### src/rtl/uart_rx.sv
// uart_rx: 8N1 asynchronous serial receiver with mid-bit sampling.
// rx is double-flopped before use; a received byte appears on data together
// with a one-clock irq strobe. Optional macro UART_RX_FRAME_ERR_EN adds a
// frame_err output that pulses when the stop-bit sample is low.
`timescale 1ns/1ps
module uart_rx #(
  parameter int CLK_FREQ  = 50000000,
  parameter int BAUD_RATE = 115200
) (
  input  logic       clk,
  input  logic       rst,
  input  logic       rx,
  output logic [7:0] data,
  output logic       irq
`ifdef UART_RX_FRAME_ERR_EN
  ,
  output logic       frame_err
`endif
);

  localparam int BIT_CNT  = CLK_FREQ / BAUD_RATE;
  localparam int HALF_CNT = BIT_CNT / 2;
  localparam int TMR_W    = $clog2(BIT_CNT);
  localparam logic [TMR_W-1:0] BIT_END  = TMR_W'(BIT_CNT - 1);
  localparam logic [TMR_W-1:0] HALF_END = TMR_W'(HALF_CNT - 1);

  typedef enum logic [1:0] {IDLE, START, DATA, STOP} state_t;

  state_t state, state_d;

  // rx_p0/rx_p1 form the synchronizer; rx_p2 is the previous synchronized
  // value so IDLE only arms on a genuine high-to-low transition.
  logic rx_p0, rx_p1, rx_p2;

  logic [TMR_W-1:0] tmr;
  logic [2:0]       idx;
  logic [7:0]       shift;

  logic tmr_clr, idx_clr, smp, load;
`ifdef UART_RX_FRAME_ERR_EN
  logic ferr;
`endif

  // Synchronize rx; flops preset to the idle (high) line level.
  always_ff @(posedge clk or posedge rst) begin
    if (rst) begin
      rx_p0 <= 1'b1;
      rx_p1 <= 1'b1;
      rx_p2 <= 1'b1;
    end else begin
      rx_p0 <= rx;
      rx_p1 <= rx_p0;
      rx_p2 <= rx_p1;
    end
  end

  // State register.
  always_ff @(posedge clk or posedge rst) begin
    if (rst) state <= IDLE;
    else     state <= state_d;
  end

  // Next-state decode and per-cycle datapath controls.
  always_comb begin
    state_d = state;
    tmr_clr = 1'b0;
    idx_clr = 1'b0;
    smp     = 1'b0;
    load    = 1'b0;
`ifdef UART_RX_FRAME_ERR_EN
    ferr    = 1'b0;
`endif
    case (state)
      IDLE: begin
        tmr_clr = 1'b1;
        // A line still low after a framing error must not retrigger.
        if (rx_p2 && !rx_p1) state_d = START;
      end
      START: begin
        if (tmr == HALF_END) begin
          tmr_clr = 1'b1;
          idx_clr = 1'b1;
          state_d = rx_p1 ? IDLE : DATA;
        end
      end
      DATA: begin
        if (tmr == BIT_END) begin
          tmr_clr = 1'b1;
          smp     = 1'b1;
          if (idx == 3'd7) state_d = STOP;
        end
      end
      STOP: begin
        // Leaving at mid stop bit leaves half a bit to catch the next start.
        if (tmr == BIT_END) begin
          tmr_clr = 1'b1;
          state_d = IDLE;
          if (rx_p1) load = 1'b1;
`ifdef UART_RX_FRAME_ERR_EN
          else       ferr = 1'b1;
`endif
        end
      end
      default: state_d = IDLE;
    endcase
  end

  // Bit timer and bit index.
  always_ff @(posedge clk or posedge rst) begin
    if (rst) begin
      tmr <= '0;
      idx <= '0;
    end else begin
      tmr <= tmr_clr ? '0 : tmr + TMR_W'(1);
      if (idx_clr)  idx <= '0;
      else if (smp) idx <= idx + 3'd1;
    end
  end

  // Shift register: partial bytes are simply overwritten by the next frame.
  always_ff @(posedge clk) begin
    if (smp) shift[idx] <= rx_p1;
  end

  // Output register: data and irq update in the same cycle.
  always_ff @(posedge clk or posedge rst) begin
    if (rst) begin
      data <= 8'h00;
      irq  <= 1'b0;
    end else begin
      irq <= load;
      if (load) data <= shift;
    end
  end

`ifdef UART_RX_FRAME_ERR_EN
  // Framing-error strobe.
  always_ff @(posedge clk or posedge rst) begin
    if (rst) frame_err <= 1'b0;
    else     frame_err <= ferr;
  end
`endif

endmodule

### config.mk
export PLATFORM = sky130hd
export DESIGN_NAME = uart_rx
export DESIGN_NICKNAME = d
export VERILOG_FILES = /design/src/rtl/uart_rx.sv
export SDC_FILE = /design/constraint.sdc
export NUM_CORES = 1
export LEC_CHECK = 0
export ABC_AREA = 1
export CAP_MARGIN = 20
export CORE_MARGIN = 2
export CORE_UTILIZATION = 55
export CTS_CLUSTER_SIZE = 28
export DETAILED_ROUTE_END_ITERATION = 6
export PLACE_DENSITY = 0.83
export SETUP_SLACK_MARGIN = 0.4
export SYNTH_ARGS = -nofsm -noshare
export SYNTH_HDL_FRONTEND = slang
export SYNTH_SLANG_ARGS = --single-unit
### constraint.sdc
create_clock -name clk -period 1.9 [get_ports clk]
set_input_delay 0.285 -clock clk [delete_from_list [all_inputs] [get_ports clk]]
set_output_delay 0.285 -clock clk [all_outputs]
set_load 0.1 [all_outputs]
# Word-level counts from Yosys, hierarchy flattened
# Cells that the tools add are included.
[word_totals]
output_inout_bits = 9
reg_bits = 34
[op_classes]
mux = 21
order_cmp = 2
eq_ne = 11
reduce_logical = 7
addsub = 2
[ops]
columns = ["operator", "count"]
rows = [
  ["2-bit two-way mux", 6],
  ["2-bit != test, second input constant", 5],
  ["9-bit by 1-bit adder with 9-bit output, second input constant", 1],
  ["9-bit by 8-bit equality test with 1-bit output, second input constant", 1],
  ["9-bit equality test, second input constant", 1],
  ["9-bit two-way mux", 1],
  ["8-bit bitwise mux", 1],
  ["1-bit two-way mux", 8],
  ["2-bit case mux with 4 select lines", 1],
  ["3-bit two-way mux", 2],
  ["5-bit AND reduction", 1],
  ["2-bit equality test, second input constant", 2],
  ["3-bit by 4-bit < comparator with 1-bit output, second input constant", 1],
  ["3-bit by 1-bit adder with 3-bit output, second input constant", 1],
  ["1-bit demux with 3-bit select", 1],
  ["3-bit equality test, second input constant", 1],
  ["3-bit by 1-bit greater-or-equal comparator with 1-bit output, second input constant", 1],
  ["1-bit case mux with 3 select lines", 1],
  ["2-bit by 1-bit equality test with 1-bit output, second input constant", 1],
  ["1-bit logical AND", 2],
  ["2-bit zero test", 1],
  ["2-bit nonzero test", 1],
  ["2-bit OR reduction", 1],
  ["1-bit zero test", 1],
]

# Depth between registers and ports, before layout
# Gate-level depths: netlist of the first run.
[depth]
word_depth = 5
mapped_depth = 10
depth_no_buf = 10

# Worst setup path before layout of the first run
# OpenSTA, ideal clock, no wires.
[synth_timing]
path_kind = "reg-to-reg"
start = "register tmr[1]"
end = "register shift[0] (enable)"
path_slack_ps = 333
required_ps = 1588
path_stages_with_launch = 9
period_less_slack_ps = 1567
arrival_time_ps = 1255
setup_time_ps = 312
n_path_buf = 0
cell_sequence = "dfrtp_1 > inv_1 > ha_1 > nand2_1 > nor2_1 > nand2_4 > nor2_4 > nand2_4 > nor3_1"
[synth_via]
elab_chain_cells = 3
[synth_rtl]
columns = ["item", "line_no", "source"]
rows = [
  ["start, declared", "35", "logic [TMR_W-1:0] tmr;"],
  ["start signal, assigned", "114", "tmr <= tmr_clr ? '0 : tmr + TMR_W'(1);"],
  ["9-bit equality test", "87", "if (tmr == BIT_END) begin"],
  ["1-bit two-way mux", "87", ""],
  ["1-bit two-way mux", "73", "case (state)"],
  ["end signal, assigned by index", "122", "if (smp) shift[idx] <= rx_p1;"],
  ["end, declared", "37", "logic [7:0] shift;"],
]
# No other way between the ends.
# A chain may end at the register's enable or synchronous reset.

# Worst setup path in the final report of the first run
[layout_timing]
start = "register tmr[1]"
end = "register shift[1] (enable)"
# Same word-level chain as after synthesis.

==> impl_results.md, run 1 <==
- TNS Setup: 0 ps
- Grt ovf: 0
- Area growth syn-to-layout: 22.4%
- First-pass GRT wire length: between 4 and 5 mm
- Filler instances: slightly below 200
- Nets: approximately 200
- Status: finished clean
- Crit end category: flip-flop
- IO Pins: 12
- DR vias/cell: about 5.3
- RSZ-0062 raised after global routing: yes
- Post-Synth Adder-Cell Area: approximately 3.9%
- H-tree levels: 2
- GPL Wtd Cong: 0.873
- Clk root buf: clkbuf_4
- Die footprint: between 0.003 and 0.004 mm2
- Yosys cell types: 24
- Avg Synthesized Cell Area: a little under 10 um2
- Clk_lat worst skew: approximately 340 ps
- Fin crit period: ~1600 ps
- Flops & latches, synth: 34
- Post-synth top area cell: dfrtp_1
- Post-route ant nets: 0
- Initial DRC count: 34
- Max-cap viol count: 0
- XOR/XNOR share of the synthesized area: about 2.2%
- EDFF count, synth: 8
- Pin slew with the least headroom to its limit: roughly 350 ps
- Pins Over Slew Limit: 0
- Synth Area in Compound Gates: between 1.5 and 2%
- Largest net degree at the start of global routing: 27
- Post-synthesis simple-gate area fraction: between 20% and 30%
- Core Box Area: 0.00276 mm2
- ANT cells: 0
- Row cnt: 19
- Mux share of post-synthesis cell area: 0%
- Yosys top cell area share: 36.3%
- Fin. Hold Viols: 0
- WL met2: between 1 and 1.5 mm
- Critical path data required time: 1950 ps
- Drt total wl: ~2.9 mm
- Leak: between 0.9 and 1 nW
- Cell area after synthesis: 0.00158 mm2
- Per-cell routed wire length: 12.8 um
- Synth Flop Type: dfrtp_1
- Ranking of synthesized cells by area: dfrtp_1, edfxtp_1, nand2_1
- Max clock buf depth: 2
- Worst IR Drop VDD: 840 uV
- Overall Power: roughly 1.8 mW
- PwrDens: approximately 950 mW/mm2
- Slew HR: between 70 and 80%
- Period utilization: between 80% and 90%
- Final setup fails: 0
- HPWL after DPL: ~1.8 mm
- Port Buf Inserts: 11
- Clk_skew: about 7.4 ps
- Critical path launch point type: flip-flop
- Detailed-router iteration count before antenna repair: 4
- Crit path kind: flip-flop to flip-flop
- TritonCTS clock tree: built
- Crit Path Max Fanout: 4
- Tightest Hold Check Type: input port to asynchronous set/reset pin
- Clock-pin slew of the registers on the worst-case setup and hold paths: between 100 and 150 ps
- Total CTS buffers: 5
- Top Layer Used: met4
- Largest family of logic cells by synthesized area: simple AND/OR/NAND/NOR gates
- Met3 WL post-DR: 135 um
- Tot GR Track Use: a little under a fifth
- Layout cells sized above 1: a little over a third
- Initial antenna violation count: 0
- Vias post-DR: about 1200
- DIE WIDTH: a little under 60 um
- Max Clk Rate: ~0.64 GHz
- Vias in the first global route: about 1100
- Sequential-to-total area share from yosys stat: 56.5%
- Residual DRC: 0
- Die height: ~58 um
- Synth warn: 0
- Fraction of registers with async set/reset: about 76%
- Mapped Cells: ~170
- Starting utilization of the core area: between 50% and 60%
- Arrival @ worst endpoint: approximately 1600 ps
- Clk sink count: 34
- Routed metal-1 wirelength: about 1.3 mm
- Net Count, Synth: roughly 170
-- report_power, final --
group | switching [mW] | total [mW] | internal [mW]
Combinational | 0.329 | 0.558 | 0.229
Sequential | 0.0880 | 0.898 | 0.810
Clock | 0.246 | 0.384 | 0.137
Total | 0.664 | 1.84 | 1.18
-- registers in the layout, summed over array words and instances (netlist names), named ones only --
register / count
tmr: 9
data: 8
shift: 8
idx: 3
irq: 1
rx_p0: 1
rx_p1: 1
rx_p2: 1
state: 1
-- path summary, 6_finish.rpt --
path	start	to	slack, ps	cells after the start
max in group asynchronous	rst	rx_p0	1310	3
min in group clk	rx	rx_p0	350	1
max	tmr[1]	shift[1]	340	8
min	rst	data[0]	290	3
min reg2reg	rx_p0	rx_p1	360	0
max reg2reg	tmr[1]	shift[1]	340	8
-- synth_stat cells (2+ instances only) --
cell type  number
nor2_1          7
inv_1          18
nand4_1         4
nand2_2         3
inv_2           2
dfrtp_1        23
nor2_2          9
nor3_1          8
nand2_4         3
nand2_1        46
nand3_1        12
nor2_4          2
ha_1            5
xor2_1          3
o21bai_1        2
dfstp_2         3
edfxtp_1        8
-- critical path: stages, from the launching register on --
cell and delay [ps]:
dfrtp_1 410, inv_2 80, ha_4 130, nand2_2 60, nor2_4 100, nand2_4 60, nor2_4 190, nand2_4 110
nor3_2 130
-- final cells by class --
class	instances	area, um2	area share, %
inverter	21	81.3	4.20
clock inverter	3	16.3	0.839
timing repair buffer	19	148	7.62
clock buffer	5	37.5	1.94
multi-input combinational	111	713	36.8
tap	31	38.8	2.00
sequential	34	896	46.2
timing repair inverter	1	7.51	0.387
-- cell usage in the layout, fill, tap and decap left out, types with 2 or more instances in the layout --
master and instances:
nor3_2 6, ha_1 4, edfxtp_1 8, inv_2 5
dfrtp_1 22, nor3_4 3, clkinvlp_4 2, xor2_1 3
nand4_1 4, nand3_1 11, inv_1 15, and2_4 2
dfstp_2 3, clkbuf_4 5, buf_4 17, nor2_1 4
nand2_1 45, nor2_4 3, o21bai_1 2, clkdlybuf4s50_1 2
nand2_2 3, nand2_4 5, nor2_2 11
-- through the flow --
step	std cells	util (%)	hold slack [ps]	instance area (um2)	setup slack, ps
final	225	70.3	289	1940	338
after global routing	225	70.3	326	1940	260
after CTS	222	68.0	302	1880	326
after detailed placement	207	62.0	349	1710	237
after global placement	207	62.0	346	1710	304
after floorplan	165	-	289	1590	363
-- routing by layer --
layer  vias to the layer above  global-route usage [%]
met5                         -                       0
met3                         8                    4.69
met4                         0                    8.97
met1                       577                    24.3
met2                        25                    30.4
li1                        584                       -
-- logic make-up after synthesis --
logic type               after synthesis
AND/OR/NAND/NOR                       96
flip-flops                            34
buffers and inverters                 22
adder cells (fa/ha/maj)                5
AO/OA/AOI/OAI                          4
XOR/XNOR                               4
-- timing repair --
item	4_1_cts	5_1_grt
endpoints found under the setup margin	10	30
gates resized for setup	13	12
gates cloned	1	2
hold buffers	0	0
pin swaps	5	8
setup buffers	6	1
Power figures use the tool's default switching activity.
==> run 2, diff against run 1 <==
- CORE_UTILIZATION: 55 -> 51
- PLACE_DENSITY: 0.83 -> 0.81
- clock period: 1.9 -> 1.4 ns (I/O delays scaled with it)
==> run 2 against run 1 <==
The run now ends with negative setup slack left. Sequential cell count unchanged. Via count increased by 3.9%. Routed wire length increased by 14%. Sequential share of layout area fell by 5.9 points. Cell count up 7.1%. Total power is 47% higher. Sequential power is 34% higher. Hold slack worse by 100 ps. Count of clock-buffer cells in the layout stayed put. Clock power grew 39%. Global-route usage grew 2.2 points. Core utilization grew 4.7 points. Largest cell class unchanged. Largest power group unchanged. Highest routed layer unchanged.
==> impl_results.md, run 2 (synthesis gave the netlist of run 1 again) <==
- H-tree levels: 2 (unchanged)
- Critical path launch point type: flip-flop
- Area growth syn-to-layout: 42.2%
- Drt total wl: 3.28 mm (+14%)
- Max-cap viol count: 0 (unchanged)
- Crit path kind: flip-flop to flip-flop
- Arrival @ worst endpoint: 1640 ps (+30 ps)
- Starting utilization of the core area: 52.7% (-4.7 points)
- Finished Cell Area: 0.00225 mm2 (+16%)
- Largest net degree at the start of global routing: 27 (unchanged)
- Die footprint: 0.00357 mm2 (+7.3%)
- DIE WIDTH: 59.7 um (+3.6%)
- Pins Over Slew Limit: 0 (unchanged)
- Pin slew with the least headroom to its limit: 335 ps (-11.2 ps)
- Largest register FFs: 9 (unchanged)
- HPWL after DPL: 2.08 mm (+15%)
- Clk root buf: clkbuf_4
- PwrDens: 1200 mW/mm2 (+27%)
- Final setup fails: 22 (+22)
- Post-route ant nets: 0 (unchanged)
- Status: complete, but fails checks
- Max Clk Rate: 0.635 GHz (-0.76%)
- DR vias/cell: 5.15 (-3.0%)
- Vias post-DR: 1240 (+3.9%)
- Detailed-router iteration count before antenna repair: 4 (unchanged)
- Die height: 59.7 um (+3.6%)
- Crit end category: flip-flop
- Final core utilization: 75.0% (+4.7 points)
- Commonest non-fill, non-tap cell in the layout: nand2_1
- Core Box Area: 0.00300 mm2 (+8.9%)
- Row cnt: 20 (+1)
- Clock-pin slew of the registers on the worst-case setup and hold paths: 100 ps (about the same)
- Tightest Hold Check Type: input port to asynchronous set/reset pin
- Clk sink count: 34 (unchanged)
- Worst IR Drop VDD: 1040 uV (+24%)
- ANT cells: 0 (unchanged)
- Critical path data required time: 1470 ps (-480 ps)
- Initial antenna violation count: 0 (unchanged)
- Fin. Hold Viols: 0 (unchanged)
- Max clock buf depth: 2 (unchanged)
- TritonCTS clock tree: built
- Crit Path Max Fanout: 4 (unchanged)
- Violations in the final reports: negative setup slack
- Total CTS buffers: 5 (unchanged)
- Vias in the first global route: 1256 (+16%)
- Largest registers: tmr (9), data (8), shift (8)
- Layout cells sized above 1: 47.6% (+12 points)
- GPL Wtd Cong: 0.795 (-8.8%)
- Port Buf Inserts: 11 (unchanged)
- Clk_skew: 2.69 ps (-4.72 ps)
- Tot GR Track Use: 21.2% (+2.2 points)
- Nets: 215 (+7.0%)
- Initial DRC count: 43 (+26%)
- First-pass GRT wire length: 5.46 mm (+16%)
- Slew HR: 77.7% (+0.75 points)
- Fin crit period: 1570 ps (+11.9 ps)
- Period utilization: 112% (+30 points)
- Per-cell routed wire length: 13.6 um (+6.0%)
- Largest Register: tmr
- IO Pins: 12 (unchanged)
- Leak: 1.03 nW (+12%)
- Commonest cells after routing, fill and taps aside: nand2_1, buf_4, inv_1, dfrtp_1
- Residual DRC: 0 (unchanged)
- WHS: 187 ps (-102 ps)
- Clk_lat worst skew: 350 ps (about the same)
- TNS Setup: -2420 ps (-2420 ps)
- Setup ws final: -174 ps (-512 ps)
- RSZ-0062 raised after global routing: yes
- Area after DPL: 0.00201 mm2 (+18%)
- Grt ovf: 0 (unchanged)
-- run 2: cell count changes in the layout (fill, tap and decap cells not counted), moves of 2 or more --
| cell | before | now |
|---|---|---|
| dfrtp_1 | 22 | 12 |
| inv_1 | 15 | 13 |
| buf_12 | 0 | 10 |
| dfrtp_2 | 1 | 11 |
| buf_6 | 0 | 5 |
-- run 2: timing repair --
action | in CTS | in global routing
setup endpoints to repair | 40 | 40
cloned | 3 | 0
setup buffers | 0 | 5
resized for setup | 25 | 11
hold buffers | 0 | 0
pin swaps | 6 | 9
-- run 2: metal layers --
layer	up-vias	part of all wire (%)	global-route usage (%)
li1	612	-	-
met1	583	43	25.9
met2	34	51	34.2
met3	11	3.5	4.76
met4	0	3.0	12.4
met5	-	0	0
-- run 2: cell type report --
type,instances,area (um2)
tap,33,41.3
timing repair buffer,33,397
fill,196,751
clock buffer,5,37.5
sequential,34,908
multi-input combinational,111,752
clock inverter,3,16.3
timing repair inverter,1,6.26
inverter,21,93.8
-- run 2: path summary, 6_finish.rpt --
kind                       slack, ps  cells past startpoint        to  startpoint
max                             -170                      8  shift[0]      tmr[1]
min                              190                      3    tmr[6]         rst
max reg2reg                     -170                      8  shift[0]      tmr[1]
min reg2reg                      370                      0     rx_p1       rx_p0
max in group asynchronous        990                      3     rx_p1         rst
min in group clk                 260                      1     rx_p0          rx
-- run 2: per-stage QoR --
stage | instances | setup slack (ps) | total power [mW]
3_5_place_dp | 225 | -150 | 1.91
5_1_grt | 241 | -194 | 2.85
2_1_floorplan | 165 | -117 | 1.72
6_report | 241 | -174 | 2.71
4_1_cts | 236 | -125 | 2.58
3_3_place_gp | 225 | -77.3 | 1.88
-- run 2: critical path, stage by stage, from the launching register on --
cell,delay [ps]
dfrtp_1,400
inv_2,80
ha_4,140
nand2_4,50
nor2_4,110
nand2_4,70
nor2_4,160
nand2_4,100
nor3_2,170
-- run 2: power by group --
part	total, mW	internal, mW	switching, mW
logic	0.979	0.449	0.530
clock network	0.535	0.186	0.349
registers	1.20	1.10	0.0998
==> run 3, diff against run 2 <==
- CORE_UTILIZATION: 51 -> 32
- PLACE_DENSITY: 0.81 -> unset
==> run 3 against run 2 <==
The flow still finishes with violations (negative setup slack). Clock power increased by 100%. Worst setup slack better by 54 ps. Sequential share of layout area down 1.9 points. Combinational power decreased by 10%. Global-route usage fell by 8.4 points. Sequential power is essentially flat. Core utilization shrank 25 points. Routed wire length decreased by 11%.
==> impl_results.md, run 3 (synthesis gave the netlist of run 1 again) <==
- Status: complete, but fails checks
- Violations in the final reports: negative setup slack
- Worst R2R Setup Slack: -120 ps (+50 ps)
- CP dominant cell by count: nand2_4
- Die height: 74.4 um (+24%)
- Crit Path Max Fanout: 4 (unchanged)
- Row cnt: 25 (+25%)
- Grt ovf: 0 (unchanged)
- Largest register FFs: 9 (unchanged)
- Critical-path top delay cell: dfrtp_1
- Die footprint: 0.00553 mm2 (+55%)
- Max clock buf depth: 2 (unchanged)
- Drt total wl: 2.93 mm (-11%)
- DIE WIDTH: 74.4 um (+24%)
- Per-cell routed wire length: 10.6 um (-22%)
- Top delay family on crit path: simple AND/OR/NAND/NOR gates
- Crit path to: shift[0]
- Largest Register: tmr
- Clk root buf: clkbuf_8
- Crit path kind: flip-flop to flip-flop
- IO Pins: 12 (unchanged)
- Core Box Area: 0.00475 mm2 (+58%)
- Fin. Hold Viols: 0 (unchanged)
- Initial antenna violation count: 0 (unchanged)
- Setup ws final: -120 ps (+53.6 ps)
- PwrDens: 1340 mW/mm2 (+11%)
- R2r startpoint: tmr[1]
- Final core utilization: 49.7% (-25 points)
- Final setup fails: 19 (-14%)
- Final Non-Filler Cells: 276 (+15%)
- Tot GR Track Use: 12.7% (-8.4 points)
- H-tree levels: 2 (unchanged)
- Critical R2R Capture: shift[0]
- CTS Hold Bufs: 0 (unchanged)
- Fin crit period: 1520 ps (-53.6 ps)
- Placed instance count: 262 (+16%)
- Reg2Reg Depth: 8 (unchanged)
- HPWL after DPL: 1.94 mm (-6.7%)
- Arrival @ worst endpoint: 1520 ps (-120 ps)
- Crit end category: flip-flop
- Clk_lat worst skew: 290 ps (-60 ps)
- Port Buf Inserts: 11 (unchanged)
- GPL Wtd Cong: 0.829 (+4.3%)
- Max-cap viol count: 0 (unchanged)
- Area growth syn-to-layout: 49.1%
- Commonest non-fill, non-tap cell in the layout: nand2_1
- CP Launch Point: tmr[1]
- DR vias/cell: 4.26 (-17%)
- Clock-pin slew of the registers on the worst-case setup and hold paths: 70 ps (-30 ps)
- Max Clk Rate: 0.658 GHz (+3.5%)
- Critical path data required time: 1400 ps (-70 ps)
- Residual DRC: 0 (unchanged)
- Initial DRC count: 45 (+4.7%)
- Largest registers: tmr (9), data (8), shift (8)
- Starting utilization of the core area: 33.3% (-19 points)
- Vias post-DR: 1175 (-5.2%)
- Clk sink count: 34 (unchanged)
- Cell Chain, Critical Path: inv_2 -> ha_4 -> nand2_4 -> nor2_4 -> nand2_4 -> nor2_4 -> nand2_4 -> nor3_4
- CP Depth: 8 (unchanged)
- First-pass GRT wire length: 5.26 mm (-3.7%)
- Post-route ant nets: 0 (unchanged)
- Worst stage delay on the critical path: 390 ps (about the same)
- Clk_skew: 4.89 ps (+2.19 ps)
- Layout cells sized above 1: 46.4% (-1.2 points)
- ANT cells: 0 (unchanged)
- Leak: 1.07 nW (+3.9%)
- Pin slew with the least headroom to its limit: 362 ps (+26.6 ps)
- Critical path launch point type: flip-flop
- Nets: 216 (+0.47%)
- Period utilization: 109% (-3.8 points)
- Buf/Inv on CP: 1 (unchanged)
- Commonest cells after routing, fill and taps aside: nand2_1, buf_4, inv_1, dfrtp_1
- RSZ-0062 raised after global routing: yes
- Pre-CTS setup slack: -119 ps (+30.7 ps)
- Vias in the first global route: 1165 (-7.2%)
- Total CTS buffers: 5 (unchanged)
- Slew HR: 75.9% (-1.8 points)
- WHS: 247 ps (+59.9 ps)
- Largest net degree at the start of global routing: 27 (unchanged)
- Worst IR Drop VDD: 636 uV (-39%)
- TritonCTS clock tree: built
- Detailed-router iteration count before antenna repair: 4 (unchanged)
- Pins Over Slew Limit: 0 (unchanged)
- Tightest Hold Check Type: input port to asynchronous set/reset pin
## run 3: power breakdown
part | switching (mW) | total (mW) | internal [mW] | leakage [nW]
combinational | 0.466 | 0.880 | 0.414 | 0.607
clock | 0.380 | 1.09 | 0.713 | 0.0683
sequential | 0.0954 | 1.20 | 1.10 | 0.400
## run 3: per-stage QoR
| stage | power [mW] | TNS (ps) | area, um2 |
|---|---|---|---|
| floorplan | 1.72 | -931 | 1650 |
| global placement | 1.92 | -1290 | 2080 |
| detailed placement | 1.93 | -1670 | 2080 |
| CTS | 3.20 | -600 | 2340 |
| global route | 3.34 | -3120 | 2360 |
| finish | 3.17 | -998 | 2360 |
## run 3: worst min path at each step
stage                from  slack, ps      end
floorplan              rx        210    rx_p0
global placement    rx_p0        350    rx_p1
detailed placement  rx_p0        350    rx_p1
CTS                   rst        250  data[1]
global route          rst        300   tmr[3]
finish                rst        250  data[1]
## run 3: what timing repair did
| item | CTS | global route |
|---|---|---|
| endpoints found under the setup margin | 40 | 40 |
| hold endpoints to repair | 0 | 0 |
| pin swaps | 11 | 5 |
| cloned | 3 | 0 |
| gates resized for setup | 25 | 1 |
| buffers inserted | 1 | 2 |
## run 3: area by class of cell
cell class | instances | area (um2)
tap | 67 | 83.8
timing repair inverter | 1 | 6.26
timing repair buffer | 34 | 405
clock buffer | 5 | 68.8
clock inverter | 3 | 68.8
fill | 448 | 2390
multi-input combinational | 111 | 728
sequential | 34 | 908
inverter | 21 | 91.3
## run 3: per-layer routing
| layer | vias to the layer above | part of all wire, % | wire length (um) | GRT usage, % |
|---|---|---|---|---|
| met4 | 0 | 2.4 | 70 | 7.74 |
| met3 | 5 | 3.4 | 101 | 2.44 |
| met5 | - | 0 | 0 | 0 |
| met1 | 535 | 47 | 1380 | 15.7 |
| li1 | 615 | - | - | - |
| met2 | 20 | 47 | 1380 | 20.6 |
## run 3: tightest hold or removal path, stage by stage
cell and delay [ps]:
clkdlybuf4s50_1 400, inv_1 90, buf_12 190
